--- src/rtl/arb_pkg.sv ---
// Shared definitions for the arbiter and its grant-capture consumer.
package arb_pkg;

    localparam int unsigned NUM_SRC  = 3;
    localparam int unsigned SRC_ID_W = 2;

    typedef enum logic [0:0] {
        CAP_IDLE,
        CAP_HOLD
    } cap_state_e;

    typedef struct packed {
        logic                legal;
        logic [SRC_ID_W-1:0] id;
    } gnt_dec_t;

    // Exactly one bit set is legal; zero and multi-hot both come back illegal.
    function automatic gnt_dec_t decode_gnt(input logic [NUM_SRC-1:0] g);
        gnt_dec_t d;
        d.legal = 1'b1;
        d.id    = '0;
        case (g)
            3'b001:  d.id = 2'd0;
            3'b010:  d.id = 2'd1;
            3'b100:  d.id = 2'd2;
            default: d.legal = 1'b0;
        endcase
        return d;
    endfunction

endpackage

--- src/rtl/arb_grant_capture_if.sv ---
// Grant/data inputs from the arbiter side plus the FIFO drain handshake.
interface arb_grant_capture_if #(
    parameter int unsigned DW    = 8,
    parameter int unsigned DEPTH = 4
);
    import arb_pkg::*;

    logic [NUM_SRC-1:0]           gnt;
    logic [DW-1:0]                src_data0;
    logic [DW-1:0]                src_data1;
    logic [DW-1:0]                src_data2;
    logic [NUM_SRC-1:0]           src_ack;
    logic                         out_valid;
    logic                         out_ready;
    logic [DW-1:0]                out_data;
    logic [SRC_ID_W-1:0]          out_src;
    logic [$clog2(DEPTH+1)-1:0]   count;
    logic                         full;
    logic                         gnt_err;

    // Capture block side
    modport slave (
        input  gnt, src_data0, src_data1, src_data2, out_ready,
        output src_ack, out_valid, out_data, out_src, count, full, gnt_err
    );

    // Arbiter/sources/sink side
    modport master (
        output gnt, src_data0, src_data1, src_data2, out_ready,
        input  src_ack, out_valid, out_data, out_src, count, full, gnt_err
    );

endinterface

--- src/rtl/sync_fifo_fwft.sv ---
// First-word-fall-through FIFO: head entry is always visible on dout.
module sync_fifo_fwft #(
    parameter int unsigned W     = 10,
    parameter int unsigned DEPTH = 4
) (
    input  logic                       clk,
    input  logic                       rst_n,
    input  logic                       push,
    input  logic                       pop,
    input  logic [W-1:0]               din,
    output logic [W-1:0]               dout,
    output logic [$clog2(DEPTH+1)-1:0] count,
    output logic                       full,
    output logic                       empty
);
    localparam int unsigned PW = (DEPTH > 1) ? $clog2(DEPTH) : 1;
    localparam int unsigned CW = $clog2(DEPTH + 1);

    logic [W-1:0]  mem [DEPTH];
    logic [PW-1:0] wptr_q, rptr_q;
    logic [CW-1:0] count_q;
    logic          do_push, do_pop;

    // Pop on empty is ignored; a push at full is allowed only alongside a pop.
    always_comb begin
        do_pop  = pop && !empty;
        do_push = push && (!full || do_pop);
    end

    // Storage write; contents need no reset since count gates visibility.
    always_ff @(posedge clk) begin
        if (do_push) mem[wptr_q] <= din;
    end

    // Pointer and occupancy update; pointers wrap naturally at DEPTH.
    always_ff @(posedge clk or negedge rst_n) begin
        if (!rst_n) begin
            wptr_q  <= '0;
            rptr_q  <= '0;
            count_q <= '0;
        end else begin
            if (do_push) wptr_q <= wptr_q + PW'(1);
            if (do_pop)  rptr_q <= rptr_q + PW'(1);
            case ({do_push, do_pop})
                2'b10:   count_q <= count_q + CW'(1);
                2'b01:   count_q <= count_q - CW'(1);
                default: count_q <= count_q;
            endcase
        end
    end

    assign count = count_q;
    assign full  = (count_q == CW'(DEPTH));
    assign empty = (count_q == '0);
    assign dout  = mem[rptr_q];

endmodule

--- src/rtl/arb_grant_capture.sv ---
// Captures one tagged word per grant episode into a FWFT FIFO, acks the source,
// and flags non-one-hot grants.
module arb_grant_capture
    import arb_pkg::*;
#(
    parameter int unsigned DW    = 8,
    parameter int unsigned DEPTH = 4
) (
    input  logic                clk,
    input  logic                rst_n,
    arb_grant_capture_if.slave  bus
);
    localparam int unsigned W  = DW + SRC_ID_W;
    localparam int unsigned CW = $clog2(DEPTH + 1);

    cap_state_e          state;
    logic [SRC_ID_W-1:0] last_k;
    logic [NUM_SRC-1:0]  ack;
    logic                err;

    gnt_dec_t            dec;
    logic                illegal;
    logic                pop, space, capture;
    logic [DW-1:0]       sel_data;
    logic [W-1:0]        fifo_dout;
    logic [CW-1:0]       fifo_count;
    logic                fifo_full, fifo_empty;

    // Grant decode, sink handshake and capture decision.
    always_comb begin
        dec     = decode_gnt(bus.gnt);
        illegal = (bus.gnt != '0) && !dec.legal;
        pop     = !fifo_empty && bus.out_ready;
        space   = !fifo_full || pop;
        capture = 1'b0;
        unique case (state)
            CAP_IDLE: capture = dec.legal && space;
            // Same ID as last capture means the source has not dropped its request yet.
            CAP_HOLD: capture = dec.legal && (dec.id != last_k) && space;
            default:  capture = 1'b0;
        endcase
    end

    // Select the granted source's data word.
    always_comb begin
        sel_data = '0;
        case (dec.id)
            2'd0:    sel_data = bus.src_data0;
            2'd1:    sel_data = bus.src_data1;
            2'd2:    sel_data = bus.src_data2;
            default: sel_data = '0;
        endcase
    end

    // Capture FSM with registered ack and sticky error flag.
    always_ff @(posedge clk or negedge rst_n) begin
        if (!rst_n) begin
            state  <= CAP_IDLE;
            last_k <= '0;
            ack    <= '0;
            err    <= 1'b0;
        end else begin
            err <= err | illegal;
            ack <= capture ? (NUM_SRC'(1) << dec.id) : '0;
            if (capture) last_k <= dec.id;
            case (state)
                CAP_IDLE: if (capture)    state <= CAP_HOLD;
                CAP_HOLD: if (!dec.legal) state <= CAP_IDLE;
                default:                  state <= CAP_IDLE;
            endcase
        end
    end

    sync_fifo_fwft #(
        .W     (W),
        .DEPTH (DEPTH)
    ) u_fifo (
        .clk   (clk),
        .rst_n (rst_n),
        .push  (capture),
        .pop   (pop),
        .din   ({dec.id, sel_data}),
        .dout  (fifo_dout),
        .count (fifo_count),
        .full  (fifo_full),
        .empty (fifo_empty)
    );

    assign bus.src_ack   = ack;
    assign bus.gnt_err   = err;
    assign bus.out_valid = !fifo_empty;
    assign bus.out_data  = fifo_dout[DW-1:0];
    assign bus.out_src   = fifo_dout[W-1:DW];
    assign bus.count     = fifo_count;
    assign bus.full      = fifo_full;

endmodule
--- src/flat_wrapper.sv ---
// flat-port wrapper written by rule: the top's interface ports become plain ports
module arb_grant_capture_flat import arb_pkg::*;
#(
    parameter int unsigned DW    = 8,
    parameter int unsigned DEPTH = 4
)
  (clk, rst_n, bus_gnt, bus_src_data0, bus_src_data1, bus_src_data2, bus_out_ready, bus_src_ack, bus_out_valid, bus_out_data, bus_out_src, bus_count, bus_full, bus_gnt_err);
  arb_grant_capture_if #(.DW(DW), .DEPTH(DEPTH)) bus_i ();
  input  logic clk;
  input  logic rst_n;
  input wire logic [$bits(bus_i.gnt)-1:0] bus_gnt;
  input wire logic [$bits(bus_i.src_data0)-1:0] bus_src_data0;
  input wire logic [$bits(bus_i.src_data1)-1:0] bus_src_data1;
  input wire logic [$bits(bus_i.src_data2)-1:0] bus_src_data2;
  input wire logic [$bits(bus_i.out_ready)-1:0] bus_out_ready;
  output wire logic [$bits(bus_i.src_ack)-1:0] bus_src_ack;
  output wire logic [$bits(bus_i.out_valid)-1:0] bus_out_valid;
  output wire logic [$bits(bus_i.out_data)-1:0] bus_out_data;
  output wire logic [$bits(bus_i.out_src)-1:0] bus_out_src;
  output wire logic [$bits(bus_i.count)-1:0] bus_count;
  output wire logic [$bits(bus_i.full)-1:0] bus_full;
  output wire logic [$bits(bus_i.gnt_err)-1:0] bus_gnt_err;
  assign bus_i.gnt = bus_gnt;
  assign bus_i.src_data0 = bus_src_data0;
  assign bus_i.src_data1 = bus_src_data1;
  assign bus_i.src_data2 = bus_src_data2;
  assign bus_i.out_ready = bus_out_ready;
  assign bus_src_ack = bus_i.src_ack;
  assign bus_out_valid = bus_i.out_valid;
  assign bus_out_data = bus_i.out_data;
  assign bus_out_src = bus_i.out_src;
  assign bus_count = bus_i.count;
  assign bus_full = bus_i.full;
  assign bus_gnt_err = bus_i.gnt_err;
  arb_grant_capture #(.DW(DW), .DEPTH(DEPTH)) u_core (.clk(clk), .rst_n(rst_n), .bus(bus_i));
endmodule
--- config.mk ---
export PLATFORM = sky130hd
export DESIGN_NAME = arb_grant_capture_flat
export DESIGN_NICKNAME = d
export VERILOG_FILES = /design/src/rtl/arb_pkg.sv /design/src/rtl/arb_grant_capture_if.sv /design/src/rtl/sync_fifo_fwft.sv /design/src/rtl/arb_grant_capture.sv /design/src/flat_wrapper.sv
export SDC_FILE = /design/constraint.sdc
export NUM_CORES = 1
export LEC_CHECK = 0
export CAP_MARGIN = 20
export CORE_MARGIN = 2
export CORE_UTILIZATION = 53
export CTS_BUF_LIST = sky130_fd_sc_hd__clkbuf_2 sky130_fd_sc_hd__clkbuf_4 sky130_fd_sc_hd__clkbuf_8
export DETAILED_ROUTE_END_ITERATION = 6
export HOLD_SLACK_MARGIN = 0.02
export MAX_ROUTING_LAYER = met4
export PLACE_DENSITY = 0.8
export SYNTH_ARGS = -nofsm -noshare
export SYNTH_HDL_FRONTEND = slang
export SYNTH_SLANG_ARGS = --single-unit
export TNS_END_PERCENT = 10
--- constraint.sdc ---
create_clock -name clk -period 3 [get_ports clk]
set_input_delay 0.3 -clock clk [delete_from_list [all_inputs] [get_ports clk]]
set_output_delay 0.3 -clock clk [all_outputs]
set_load 0.03 [all_outputs]
==> results of run 1 <==
## flip-flops by register name (all words and copies together) (netlist names)
signal	cells
u_core.u_fifo.rptr_q	2
u_core.bus.gnt_err	1
u_core.u_fifo.mem	40
u_core.u_fifo.wptr_q	2
u_core.state	1
u_core.last_k	2
u_core.bus.src_ack	3
u_core.u_fifo.count	3
## final timing paths
| path | cells after the start | slack (ps) | end | startpoint |
|---|---|---|---|---|
| setup / recovery | 10 | 550 | u_core.u_fifo.count[2] | u_core.u_fifo.count[0] |
| hold / removal | 1 | 380 | u_core.u_fifo.count[0] | rst_n |
| setup reg to reg | 10 | 550 | u_core.u_fifo.count[2] | u_core.u_fifo.count[0] |
| hold reg to reg | 1 | 490 | u_core.bus.gnt_err | u_core.bus.gnt_err |
| max in group asynchronous | 1 | 2220 | u_core.u_fifo.wptr_q[1] | rst_n |
| min in group clk | 1 | 490 | u_core.bus.gnt_err | u_core.bus.gnt_err |
## kinds of logic after synthesis
kind of cell,count (synthesis),share of synthesized area
AO/OA/AOI/OAI,19,0.06419
XOR/XNOR,7,0.02557
adder cells (fa/ha/maj),6,0.03445
buffers and inverters,16,0.03027
flip-flops,54,0.6472
multiplexers,12,0.1044
AND/OR/NAND/NOR,42,0.09395
## layout make-up
cell class                      count  area [um^2]
Tap cell                           52        65.06
Timing Repair Buffer               51        503.0
Multi-Input combinational cell     86        773.2
Clock buffer                        5        68.82
Clock inverter                      3        40.04
Fill cell                         295         1319
Inverter                            9        33.78
Sequential cell                    54         1551
## synthesized netlist by cell type, types with 2 or more instances
cell      number  area share
mux4_2        10       0.094
xnor2_1        3       0.011
edfxtp_1      40        0.50
ha_1           5       0.026
nor2b_1        2      0.0052
clkbuf_1       2      0.0031
o21bai_1       2      0.0063
xor2_1         4       0.015
a22oi_1        8       0.025
and3b_1        2      0.0073
nor2_1         5      0.0078
buf_2          4      0.0084
and2_2         5       0.016
dfrtp_1       14        0.15
nand2_1       20       0.031
inv_1          8       0.013
nor3_1         2      0.0042
## cells in the final DEF (no fill, tap or decap), types with 4 or more instances in the layout
cell	netlist	routed
clkdlybuf4s50_1	0	48
nand2_1	20	20
dfrtp_1	14	14
nor2_1	5	5
xor2_1	4	4
mux4_2	10	10
inv_1	8	8
clkbuf_8	0	5
edfxtp_1	40	40
and2_2	5	5
a22oi_1	8	8
ha_1	5	5
## critical path: stages, from the launching register on
cell	delay, ps
dfrtp_1	440
or4b_4	560
o211ai_2	80
and3b_1	210
inv_1	50
ha_1	180
inv_1	60
fa_1	380
xor2_1	160
nor2_1	110
xor2_1	150
## through the flow
| stage | power (mW) | cells | cell area (um^2) | utilization | hold slack (ps) |
|---|---|---|---|---|---|
| 3_5_place_dp | 2.195 | 252 | 2927 | 0.6721 | 467.2 |
| 4_1_cts | 2.668 | 260 | 3035 | 0.6971 | 387.7 |
| 6_report | 2.639 | 260 | 3035 | 0.6971 | 376.5 |
| 5_1_grt | 2.770 | 260 | 3035 | 0.6971 | 424.0 |
| 2_1_floorplan | 1.793 | 156 | 2397 | - | 4.409 |
| 3_3_place_gp | 2.153 | 252 | 2927 | 0.6721 | 460.6 |
## power breakdown
group	internal (mW)	leakage (nW)	total, mW	switching [mW]
clock	0.246	0.0579	0.468	0.222
sequential	0.969	0.538	1.08	0.113
combinational	0.518	0.561	1.09	0.572
## layer usage
metal	up-vias	share of wire	GRT usage	routed length [um]
met4	0	0.012	0.07966	56
met3	7	0.058	0.06470	271
met5	-	0	-	0
li1	678	-	-	-
met1	718	0.39	0.2192	1830
met2	46	0.54	0.3601	2520
==> results_dict.tcl, run 1 <==
set metrics [dict create \
    htreeDepth 2 \
    syn_nets 192 \
    ir_worst_vdd_v 0.0005575 \
    wl_per_cell_um 18.00 \
    drive_above_1_share 0.1683 \
    cts.clk_slew.worst_paths_ps 90 \
    grt_pass1_wl_um 7376 \
    startpoint_type "flop" \
    area_growth_pct 26.62 \
    final.min_clock_period_ps 2451 \
    status "completed" \
    synth_warnings 0 \
    synth-seq-cells 54 \
    clockBufferDepth 2 \
    synth_cell_types 37 \
    postCtsHoldBufs 0 \
    synthCells 156 \
    synth_async_sr_flop_share 0.2593 \
    synth_edf_count 40 \
    hpwl_um 3330 \
    first_global_vias 1521 \
    clock_skew_ps 7.724 \
    start_util 0.5506 \
    postCtsSetupBuffers 0 \
    cts_num_sinks 54 \
    die_w_um 71.26 \
    max_clock_freq_mhz 408.1 \
    grt_max_degree 17 \
    firstDrtPassIters 4 \
    rsz0062_at_grt "no" \
    routed_wl_um 4679 \
    seq_area_frac_synth 0.6472 \
    crit_fanout 5 \
    finalHoldViolations 0 \
    p_leak_nw 1.157 \
    grtUsageTotal 0.2067 \
    worst_slack_ps 549.4 \
    final_antenna_net_count 0 \
    fp.dieH_um 71.26 \
    numCtsBuffers 5 \
    place_ws_ps 293.8 \
    maxSlewViolCount 0 \
    port_buffers 48 \
    fp-row-count 24 \
    diodes 0 \
    cp.arrival_ps 2680 \
    finalSetupViolCount 0 \
    cp-end-kind "flop" \
    max_cap_viol_count 0 \
    core_area_um2 4354 \
    critPathKind "flop to flop" \
    avgSynthCellArea_um2 15.37 \
    timing.slew.headroom 0.5801 \
    die_area_um2 5077 \
    finalSetupTns_ps 0 \
    holdCritPathClass "input port to asynchronous set/reset pin" \
    cts_tree "yes" \
    cts_root_buffer "clkbuf_8" \
    syn_area_um2 2397 \
    ys.flop_type "edfxtp_1" \
    tightest_slew_ps 627.6 \
    cts_resized 0 \
    crit_required_ps 3230 \
    gp_congestion 0.8931 \
    drc 0 \
    clock_latency_ps 300 \
    grt_antenna_before_repair 0 \
    first_iter_violations 110 \
    powerDensity_nw_per_um2 869.4 \
    nets 243 \
    via_per_inst 5.573 \
    vias 1449 \
    grt-ovfl-total 0 \
    io_pins 49 \
    fin_crit_sh 0.8169 \
]
Power figures use the tool's default switching activity.
==> run 2, diff against run 1 <==
==> constraint.sdc (replaced) <==
create_clock -name clk -period 2.45 [get_ports clk]
set_input_delay 0.245 -clock clk [delete_from_list [all_inputs] [get_ports clk]]
set_output_delay 0.245 -clock clk [all_outputs]
set_load 0.03 [all_outputs]
==> results_dict.tcl, run 2 (synthesis gave the netlist of run 1 again) <==
set metrics [dict create \
    power.total_mw 3.334 \
    cp_num_buf_inv 2 \
    max_clock_freq_mhz 425.7 \
    timing.hold.ws_ps 347.8 \
    cts_root_buffer "clkbuf_8" \
    final_util 0.7167 \
    numCtsBuffers 5 \
    path_depth 10 \
    status "completed" \
    cts.clk_slew.worst_paths_ps 90 \
    ir_worst_vdd_v 0.0004937 \
    fin_cells 268 \
    drc 0 \
    drive_above_1_share 0.2361 \
    htreeDepth 2 \
    cp-end-kind "flop" \
    cp_top_family "simple AND/OR/NAND/NOR gates" \
    via_per_inst 5.537 \
    largest-register "u_core.u_fifo.mem" \
    port_buffers 48 \
    finalSetupTns_ps 0 \
    area_growth_pct 30.17 \
    final.min_clock_period_ps 2349 \
    final.fill_count 286 \
    cpPeakStageDelay_ps 530 \
    fp.dieH_um 71.26 \
    first_global_vias 1521 \
    wl_per_cell_um 17.88 \
    r2r_cells 10 \
    slowest_stage "or4b_4" \
    r2r-start "u_core.u_fifo.count[1]" \
    fp-row-count 24 \
    grt-ovfl-total 0 \
    firstDrtPassIters 4 \
    rrSetupSlack_ps 100 \
    nets 251 \
    gp_congestion 0.8792 \
    grt_pass1_wl_um 7521 \
    die_w_um 71.26 \
    clock_skew_ps 5.603 \
    die_area_um2 5077 \
    finalSetupViolCount 0 \
    critPathKind "flop to flop" \
    holdCritPathClass "input port to asynchronous set/reset pin" \
    max_cap_viol_count 0 \
    cts_num_sinks 54 \
    r2r-end "u_core.u_fifo.count[2]" \
    crit_path_cell_trace "or4b_4 -> o211ai_2 -> and3b_2 -> inv_2 -> ha_4 -> inv_2 -> fa_2 -> xor2_1 -> nor2_1 -> xor2_1" \
    cp.arrival_ps 2550 \
    hpwl_um 3398 \
    crit_required_ps 2650 \
    tightest_slew_ps 684.4 \
    rsz0062_at_grt "yes" \
    core_area_um2 4354 \
    p_leak_nw 1.193 \
    mostFrequentLayoutCells "clkdlybuf4s50_1, edfxtp_1, nand2_1, buf_4, dfrtp_1" \
    fin_crit_sh 0.9587 \
    vias 1484 \
    clockBufferDepth 2 \
    grtUsageTotal 0.2064 \
    grt_max_degree 17 \
    routed_wl_um 4793 \
    dp.cells 257 \
    largest_reg_flops 40 \
    final_antenna_net_count 0 \
    clock_latency_ps 310 \
    diodes 0 \
    finalHoldViolations 0 \
    layout_commonest_cell "clkdlybuf4s50_1" \
    first_iter_violations 120 \
    start_util 0.5506 \
    startpoint_type "flop" \
    io_pins 49 \
    powerDensity_nw_per_um2 1068 \
    crit_fanout 3 \
    maxSlewViolCount 0 \
    grt_antenna_before_repair 0 \
    cts_tree "yes" \
    timing.slew.headroom 0.5423 \
]
==> run 2: final cells by class <==
class	instances	area, um^2	area share
clock inverter	1	30.03	0.009623
sequential	54	1555	0.4984
multi-input combinational	86	789.5	0.2530
timing repair buffer	59	563.0	0.1804
clock buffer	7	83.83	0.02686
inverter	9	33.78	0.01083
tap	52	65.06	0.02085
==> run 2: metrics by stage <==
| step | area, um^2 | setup WS [ps] |
|---|---|---|
| after floorplan | 2416 | 7.818 |
| after global placement | 2983 | -126.5 |
| after detailed placement | 2983 | -220.3 |
| after CTS | 3097 | 64.26 |
| after global routing | 3120 | -28.32 |
| final | 3120 | 101.1 |
==> run 2: worst register-to-register path: cells and delay by family (launching register included) <==
kind / cells / cell delay [ps]
simple gates: 3 / 840
buf+inv: 2 / 120
fa+ha+maj: 2 / 470
compound gates: 1 / 90
xor+xnor: 2 / 320
flops: 1 / 420
==> run 2: what timing repair did <==
item	4_1_cts	5_1_grt
gates resized for setup	0	1
endpoints found under the setup margin	0	1
hold buffers	0	0
setup buffers	0	3
==> run 2: how the worst max path moves through the flow <==
| stage | from | end | slack (ps) |
|---|---|---|---|
| CTS | u_core.u_fifo.count[1] | u_core.u_fifo.count[2] | 60 |
| global route | u_core.u_fifo.count[1] | u_core.u_fifo.count[2] | -30 |
| finish | u_core.u_fifo.count[1] | u_core.u_fifo.count[2] | 100 |
| detailed placement | bus_out_ready | u_core.u_fifo.count[2] | -220 |
| floorplan | u_core.u_fifo.count[1] | u_core.u_fifo.count[2] | 8 |
| global placement | bus_out_ready | u_core.u_fifo.count[2] | -130 |
==> run 2: routing by layer <==
layer | GRT usage | part of all wire | wire length, um
met1 | 0.2515 | 0.40 | 1926
met2 | 0.3313 | 0.52 | 2514
met3 | 0.05626 | 0.060 | 287
met4 | 0.07966 | 0.013 | 64
met5 | - | 0 | 0
==> run 2: power by group <==
group          total [mW]  switching, mW  leakage [nW]  internal [mW]
clock               0.598          0.270        0.0593          0.328
sequential           1.31          0.120         0.535           1.19
combinational        1.43          0.736         0.599          0.689
total                3.33           1.13          1.19           2.21
